`config.mk`:
```
export PLATFORM = sky130hd
export DESIGN_NAME = row_copy_engine
export DESIGN_NICKNAME = d
export VERILOG_FILES = /design/src/rtl/row_copy_engine.sv
export SDC_FILE = /design/constraint.sdc
export NUM_CORES = 1
export LEC_CHECK = 0
export BUFFER_PORTS_ARGS = -buffer_cell sky130_fd_sc_hd__buf_2
export CORE_MARGIN = 1.5
export CORE_UTILIZATION = 41
export DETAILED_ROUTE_END_ITERATION = 10
export PLACE_DENSITY = 0.81
export SYNTH_ARGS = -nofsm -noshare
export SYNTH_HDL_FRONTEND = slang
export SYNTH_SLANG_ARGS = --single-unit
```
`constraint.sdc`:
```
create_clock -name clock -period 2 [get_ports clock]
set_input_delay 0.2 -clock clock [delete_from_list [all_inputs] [get_ports clock]]
set_output_delay 0.2 -clock clock [all_outputs]
set_load 0.05 [all_outputs]
```
`src/rtl/row_copy_engine.sv`:
```
// row_copy_engine
// Copies N consecutive 64-bit rows from a source banked memory's row read
// port into a destination memory's row write port, one row per cycle after a
// one-cycle fill that covers the source memory's read latency.
//
// Ports:
//   clock, reset          system clock, asynchronous active-high reset
//   start, abort          command strobe (sampled in IDLE), copy termination
//   src_row, dst_row      first source/destination row, latched on start
//   row_count             rows to copy, latched on start
//   src_address           source word address {row, 2'b00}
//   src_row_data          source row data (word 0 at [63:48])
//   dst_address           destination word address {row, 2'b00}
//   dst_row_data          destination row data (word 0 at [15:0])
//   dst_row_write         destination row write strobe
//   busy, done            copy active, one-cycle completion pulse
module row_copy_engine #(
    parameter int ADDR_WIDTH  = 12,
    parameter int COUNT_WIDTH = 11
) (
    input  logic                    clock,
    input  logic                    reset,
    input  logic                    start,
    input  logic                    abort,
    input  logic [ADDR_WIDTH-3:0]   src_row,
    input  logic [ADDR_WIDTH-3:0]   dst_row,
    input  logic [COUNT_WIDTH-1:0]  row_count,
    output logic [ADDR_WIDTH-1:0]   src_address,
    input  logic [63:0]             src_row_data,
    output logic [ADDR_WIDTH-1:0]   dst_address,
    output logic [63:0]             dst_row_data,
    output logic                    dst_row_write,
    output logic                    busy,
    output logic                    done
);

    localparam int RW = ADDR_WIDTH - 2;

    typedef enum logic [1:0] {
        IDLE   = 2'd0,
        FILL   = 2'd1,
        STREAM = 2'd2
    } state_t;

    state_t                 state_q, state_d;
    logic [RW-1:0]          src_ptr_q, src_ptr_d;
    logic [RW-1:0]          dst_ptr_q, dst_ptr_d;
    logic [COUNT_WIDTH-1:0] cnt_q, cnt_d;
    logic                   done_q, done_d;

    always_ff @(posedge clock or posedge reset) begin
        if (reset) begin
            state_q   <= IDLE;
            src_ptr_q <= '0;
            dst_ptr_q <= '0;
            cnt_q     <= '0;
            done_q    <= 1'b0;
        end else begin
            state_q   <= state_d;
            src_ptr_q <= src_ptr_d;
            dst_ptr_q <= dst_ptr_d;
            cnt_q     <= cnt_d;
            done_q    <= done_d;
        end
    end

    always_comb begin
        state_d   = state_q;
        src_ptr_d = src_ptr_q;
        dst_ptr_d = dst_ptr_q;
        cnt_d     = cnt_q;
        done_d    = 1'b0;
        case (state_q)
            IDLE: begin
                if (start && !abort) begin
                    src_ptr_d = src_row;
                    dst_ptr_d = dst_row;
                    cnt_d     = row_count;
                    if (row_count == '0) begin
                        done_d = 1'b1;
                    end else begin
                        state_d = FILL;
                    end
                end
            end
            FILL: begin
                if (abort) begin
                    state_d = IDLE;
                end else begin
                    // Read of the first row is in flight; present the next
                    // row so the stream phase keeps one read ahead.
                    state_d   = STREAM;
                    src_ptr_d = src_ptr_q + RW'(1);
                end
            end
            STREAM: begin
                if (abort) begin
                    // The write driven this cycle still lands; no done.
                    state_d = IDLE;
                end else begin
                    src_ptr_d = src_ptr_q + RW'(1);
                    dst_ptr_d = dst_ptr_q + RW'(1);
                    cnt_d     = cnt_q - COUNT_WIDTH'(1);
                    if (cnt_q == COUNT_WIDTH'(1)) begin
                        state_d = IDLE;
                        done_d  = 1'b1;
                    end
                end
            end
            default: state_d = IDLE;
        endcase
    end

    assign busy          = (state_q != IDLE);
    assign dst_row_write = (state_q == STREAM);
    assign done          = done_q;
    assign src_address   = {src_ptr_q, 2'b00};
    assign dst_address   = {dst_ptr_q, 2'b00};

    // Lane reversal maps source word k onto destination word k, since the two
    // row ports number their words from opposite ends.
    assign dst_row_data = dst_row_write
                        ? {src_row_data[15:0],  src_row_data[31:16],
                           src_row_data[47:32], src_row_data[63:48]}
                        : '0;

endmodule

```
# Yosys cells after proc, flatten, opt, wreduce, memory -nomap -nowiden
# Cells that the tools add are included.
[word_totals]
reg_bits = 34
out_inout_bits = 91
word_cells = 48
[op_classes]
n_addsub = 3
n_eq_ne = 8
n_mux = 21
n_reduce_logical = 11
[op_table]
columns = ["cell", "count"]
rows = [
  ["64-bit 2-to-1 mux", 1],
  ["10-bit 2-to-1 mux", 4],
  ["10-bit one-hot mux with 2 select lines", 2],
  ["11-bit 2-to-1 mux", 2],
  ["11-bit one-hot mux with 2 select lines", 1],
  ["10-bit by 1-bit adder with 10-bit output (second input constant)", 2],
  ["11-bit by 1-bit == test with 1-bit output (second input constant)", 1],
  ["11-bit logical NOT", 1],
  ["11-bit by 1-bit subtractor with 11-bit output (second input constant)", 1],
  ["2-bit 2-to-1 mux", 5],
  ["3-bit AND reduction", 3],
  ["2-bit != test (second input constant)", 4],
  ["2-bit one-hot mux with 3 select lines", 1],
  ["2-bit nonzero test", 3],
  ["1-bit 2-to-1 mux", 4],
  ["3-bit by 2-bit != test with 1-bit output (second input constant)", 1],
  ["2-bit by 1-bit == test with 1-bit output (second input constant)", 1],
  ["2-bit == test (second input constant)", 1],
  ["2-bit logical NOT", 1],
  ["1-bit one-hot mux with 2 select lines", 1],
  ["2-bit OR reduction", 1],
  ["1-bit logical AND", 1],
  ["1-bit logical NOT", 1],
]

# Logic depth before layout (Yosys ltp)
[depth]
word_depth = 4
mapped_depth = 9

# Least setup slack after synthesis
# Ideal clock, no wire load.
[synth_path]
path_kind = "reg-to-output"
start = "register state_q[0]"
end = "output port dst_row_data[25]"
t_arrival_ps = 2133
path_slack_ps = -333
path_stages_with_launch = 7
path_buffers = 3
cell_sequence = "dfrtp_1 -> inv_1 -> ha_1 -> buf_2 -> clkbuf_1 -> clkbuf_1 -> and2_1"
[synth_between]
elab_chain_cells = 2
[synth_lines]
columns = ["item", "line_no", "source"]
rows = [
  ["start, declared", "45", "state_t state_q, state_d;"],
  ["start signal, assigned", "59", "state_q <= state_d;"],
  ["2-bit == test", "115", "assign dst_row_write = (state_q == STREAM);"],
  ["net dst_row_write", "32", "output logic dst_row_write,"],
  ["64-bit 2-to-1 mux", "123", "? {src_row_data[15:0], src_row_data[31:16],"],
  ["end, declared", "31", "output logic [63:0] dst_row_data,"],
]
# The timed path passes the listed nets, and every way through them passes these cells.

# Worst setup path in the final report
[layout_path]
start = "register state_q[0]"
end = "register src_ptr_q[5]"
[layout_between]
elab_chain_cells = 4
word_cells_on_any_way = 9
cone_classes = "4 x eq/ne; 1 x mux; 4 x reduce/logical"
[layout_lines]
columns = ["item", "line_no", "source"]
rows = [
  ["2-bit == test / 2-bit by 1-bit == test with 1-bit output (equally long branches)", "73", "case (state_q)"],
  ["2-bit OR reduction (no source line)", "--", ""],
  ["2-bit != test (no source line) / 2-bit nonzero test (equally long branches)", "--", ""],
  ["3-bit AND reduction (no source line)", "--", ""],
  ["end signal, assigned", "60", "src_ptr_q <= src_ptr_d;"],
  ["end, declared", "46", "logic [RW-1:0] src_ptr_q, src_ptr_d;"],
]
# Several ways; a longest one is shown, not always the timed one.
# A chain may end at the register's enable or synchronous reset.

==> run_results.csv <==
group,metric,value,unit
route,first_iter_violations,243,
floorplanning,die_y,82.8,microns
logic_synthesis,synth-seq-area-share,0.326,
logic_synthesis,synth_compound_area_frac,0.196,
power_and_ir_drop,vdd_drop_max,0.00110,V
route,drc,0,
finish,utilization,0.647,
logic_synthesis,synthArstFlopShare,1.00,
place,gp_congestion,0.943,
power_and_ir_drop,leakagePower,2.04,nW
timing,post-route-period-util,0.965,
timing,finalClockSkew,7.05,ps
worst_setup_path,end_kind,"flip-flop",
power_and_ir_drop,switching_share,0.554,
place,hpwl,6540,microns
floorplanning,ios,190,
finish,drive_above_1_share,0.540,
finish,regArea,851,sq um
worst_setup_path,slowest_stage,"mux2i_1",
timing,setup_viol,0,
logic_synthesis,synth_top_family_by_area,"simple AND/OR/NAND/NOR gates",
cts,cts_made_buffers,5,
finish,multi_input_area,1750,sq um
timing,tns,0,ps
route,routedWlPerCell,14.7,microns
global_route,grt_max_degree,70,
worst_setup_path,worstSetupPathType,"reg2reg",
global_route,grt_use_met2,0.435,
run,drv_cap,0,
worst_setup_path,critPathTopFamily,"multiplexers",
floorplanning,fp-row-count,28,
global_route,grt_usage,0.239,
logic_synthesis,synth.mux.area_fraction,0.0345,
logic_synthesis,synth_area,2610,sq um
worst_setup_path,crit_chain,"inv_1, ha_2, mux2i_1, or2_4, nor4_1, a211o_1",
logic_synthesis,ys_warn_count,0,
timing,slew_headroom,0.656,
timing,final_hold_viol_count,0,
timing,slew_violations,0,
logic_synthesis,synth_flop_cell,"dfrtp_1",
power_and_ir_drop,comb_power_share,0.660,
hold_path,whs_path_depth,2,
cts,cts.sinks,34,
place,io_buffers,185,
global_route,grt_pass1_wl,13600,microns
worst_setup_path,ff2ff_path_depth,6,
finish,fin_nets,611,
worst_setup_path,r2r-start,"state_q[0]",
floorplanning,dieArea,6860,sq um
route,route.vias.total,3128,
global_route,grt_use_met1,0.273,
route,via_per_inst,5.37,
global_route,grt_busiest_layer,"met2",
finish,num-fill-cells,526,
route,drtAntennaViolNets,0,
global_route,antenna_found_initial,1,
logic_synthesis,synth-edff-count,0,
worst_setup_path,slowest_delay,390,ps
power_and_ir_drop,power.internal,2.97,mW
floorplanning,start_util,0.434,
cts,cts_tree,"built",
power_and_ir_drop,clkPwrFrac,0.121,
logic_synthesis,ys_ff_latch,34,
route,wl,8560,microns
hold_path,hold_class,"in2reg",
power_and_ir_drop,seqPwrFrac,0.220,
logic_synthesis,synthCells,321,
route,dr.pass1.iters,4,
worst_setup_path,required,2180,ps
run_status,status,"finished, final reports clean",
cts,clockRootBuffer,"clkbuf_8",
logic_synthesis,syn_avg_cell_area,8.14,sq um
floorplanning,die_w,82.8,microns
cts,cts_setup_buffers,0,
worst_setup_path,worstPathMaxFanout,11,
power_and_ir_drop,powerDensity,1710,nW/um^2
timing,max_freq,0.518,GHz
timing,worst_pin_slew,513,ps
global_route,grt_pass1_vias,2861,
power_and_ir_drop,p_sw,3.69,mW
floorplanning,core,6030,sq um
worst_setup_path,path_buf_inv,1,
cts,insertion_delay,300,ps
cts,cts_max_path_buffers,2,
global_route,use_met3,0.0596,
cts,cts_htree_levels,2,
hold_path,hp-start,"src_row[6]",
logic_synthesis,synth-simple-area-share,0.356,
timing,period_needed,1930,ps
logic_synthesis,synthXorXnorAreaFrac,0,
logic_synthesis,synthAdderAreaFrac,0.0335,
finish,area_growth,49.2,%
logic_synthesis,ys_types,48,
worst_setup_path,worstSetupStartpointType,"flip-flop",
hold_path,min_to,"src_ptr_q[6]",
global_route,grt_overflow,0,
worst_setup_path,reg2reg_to,"src_ptr_q[5]",
worst_setup_path,worstPathArrival,2110,ps
worst_setup_path,r2r_slack,70,ps
cts,path_clk_slew,70,ps
-- synth_stat cells, types with 8 or more instances --
cell type | count | share of area
inv_1 | 8 | 0.011
nor3_1 | 9 | 0.017
nand2_1 | 31 | 0.045
a21oi_1 | 23 | 0.044
dfrtp_1 | 34 | 0.33
clkbuf_1 | 12 | 0.017
o21ai_0 | 15 | 0.029
o22ai_1 | 8 | 0.019
mux2i_1 | 9 | 0.034
and2_1 | 68 | 0.16
nand3_1 | 12 | 0.023
nor2_1 | 8 | 0.011
-- flip-flops by register name, indices dropped and copies added (netlist names) --
register and flops:
dst_ptr_q 10, state_q 2, cnt_q 11, done 1, src_ptr_q 10
-- final cells by class --
cell class | instances | share of cell area
Clock buffer | 6 | 0.0212
Inverter | 9 | 0.00866
Sequential cell | 34 | 0.218
Multi-Input combinational cell | 259 | 0.448
Clock inverter | 2 | 0.0154
Antenna cell | 1 | 0.000642
Timing Repair Buffer | 196 | 0.263
Tap cell | 75 | 0.0241
-- routing by layer --
layer | share of wire | vias up
met2 | 0.52 | 162
met1 | 0.38 | 1442
met5 | 0 | -
met3 | 0.078 | 17
met4 | 0.020 | 0
li1 | - | 1507
-- cells in the final DEF (no fill, tap or decap), types with 4 or more instances in the layout --
| master | count |
|---|---|
| nand3_1 | 12 |
| clkbuf_8 | 6 |
| ha_1 | 5 |
| and2_1 | 10 |
| nand2_1 | 31 |
| mux2i_1 | 8 |
| a2bb2oi_1 | 7 |
| nor3_1 | 8 |
| nand4_1 | 5 |
| o22ai_1 | 8 |
| conb_1 | 4 |
| inv_1 | 8 |
| nor2_1 | 8 |
| buf_4 | 8 |
| buf_2 | 185 |
| o21ai_0 | 15 |
| a21oi_1 | 23 |
| and3_1 | 4 |
| dfrtp_1 | 34 |
| and2_2 | 58 |
| nor4_1 | 6 |
-- power by group through the flow --
stage	clock [mW]	combinational (mW)	sequential (mW)
after floorplan	0	2.71	2.04
after global placement	0	4.23	1.44
after detailed placement	0	4.32	1.45
after CTS	0.816	4.33	1.45
after global routing	0.844	4.70	1.52
final	0.803	4.39	1.46
-- worst register-to-register path, cell delays in order, from the launching register on --
cell     delay (ps)
dfrtp_1         380
inv_1           140
ha_2            270
mux2i_1         400
or2_4           270
nor4_1           80
a211o_1         280
-- per-stage QoR --
step	hold WS, ps	instance area (sq um)	instances	worst slack [ps]	total power, mW
floorplan	316	2710	324	23.8	4.76
global placement	320	3710	572	143	5.68
detailed placement	326	3710	572	46.7	5.78
CTS	111	3860	581	8.87	6.60
global route	129	3900	582	-26.3	7.06
finish	115	3900	582	70.5	6.66
-- cell families (layout without fill, tap and decap cells) --
kind of cell	after synthesis	in the layout
other cells	1	5
buf+inv	31	213
mux	9	9
fa+ha+maj	7	7
simple gates	162	162
compound gates	77	77
flops	34	34
-- worst max path at each step --
| stage | from | to | cells after the start |
|---|---|---|---|
| final | state_q[0] | src_ptr_q[5] | 6 |
| after floorplan | state_q[0] | cnt_q[10] | 8 |
| after global routing | state_q[0] | src_ptr_q[5] | 6 |
| after global placement | state_q[0] | src_ptr_q[5] | 6 |
| after CTS | state_q[0] | dst_row_data[46] | 5 |
| after detailed placement | state_q[0] | src_ptr_q[5] | 6 |
-- repair_timing --
action / CTS / global route
endpoints found under the hold margin: 2 / 0
resized for setup: 0 / 7
hold buffers: 1 / 0
endpoints found under the setup margin: 0 / 21
(Power assumes the default switching activity.)
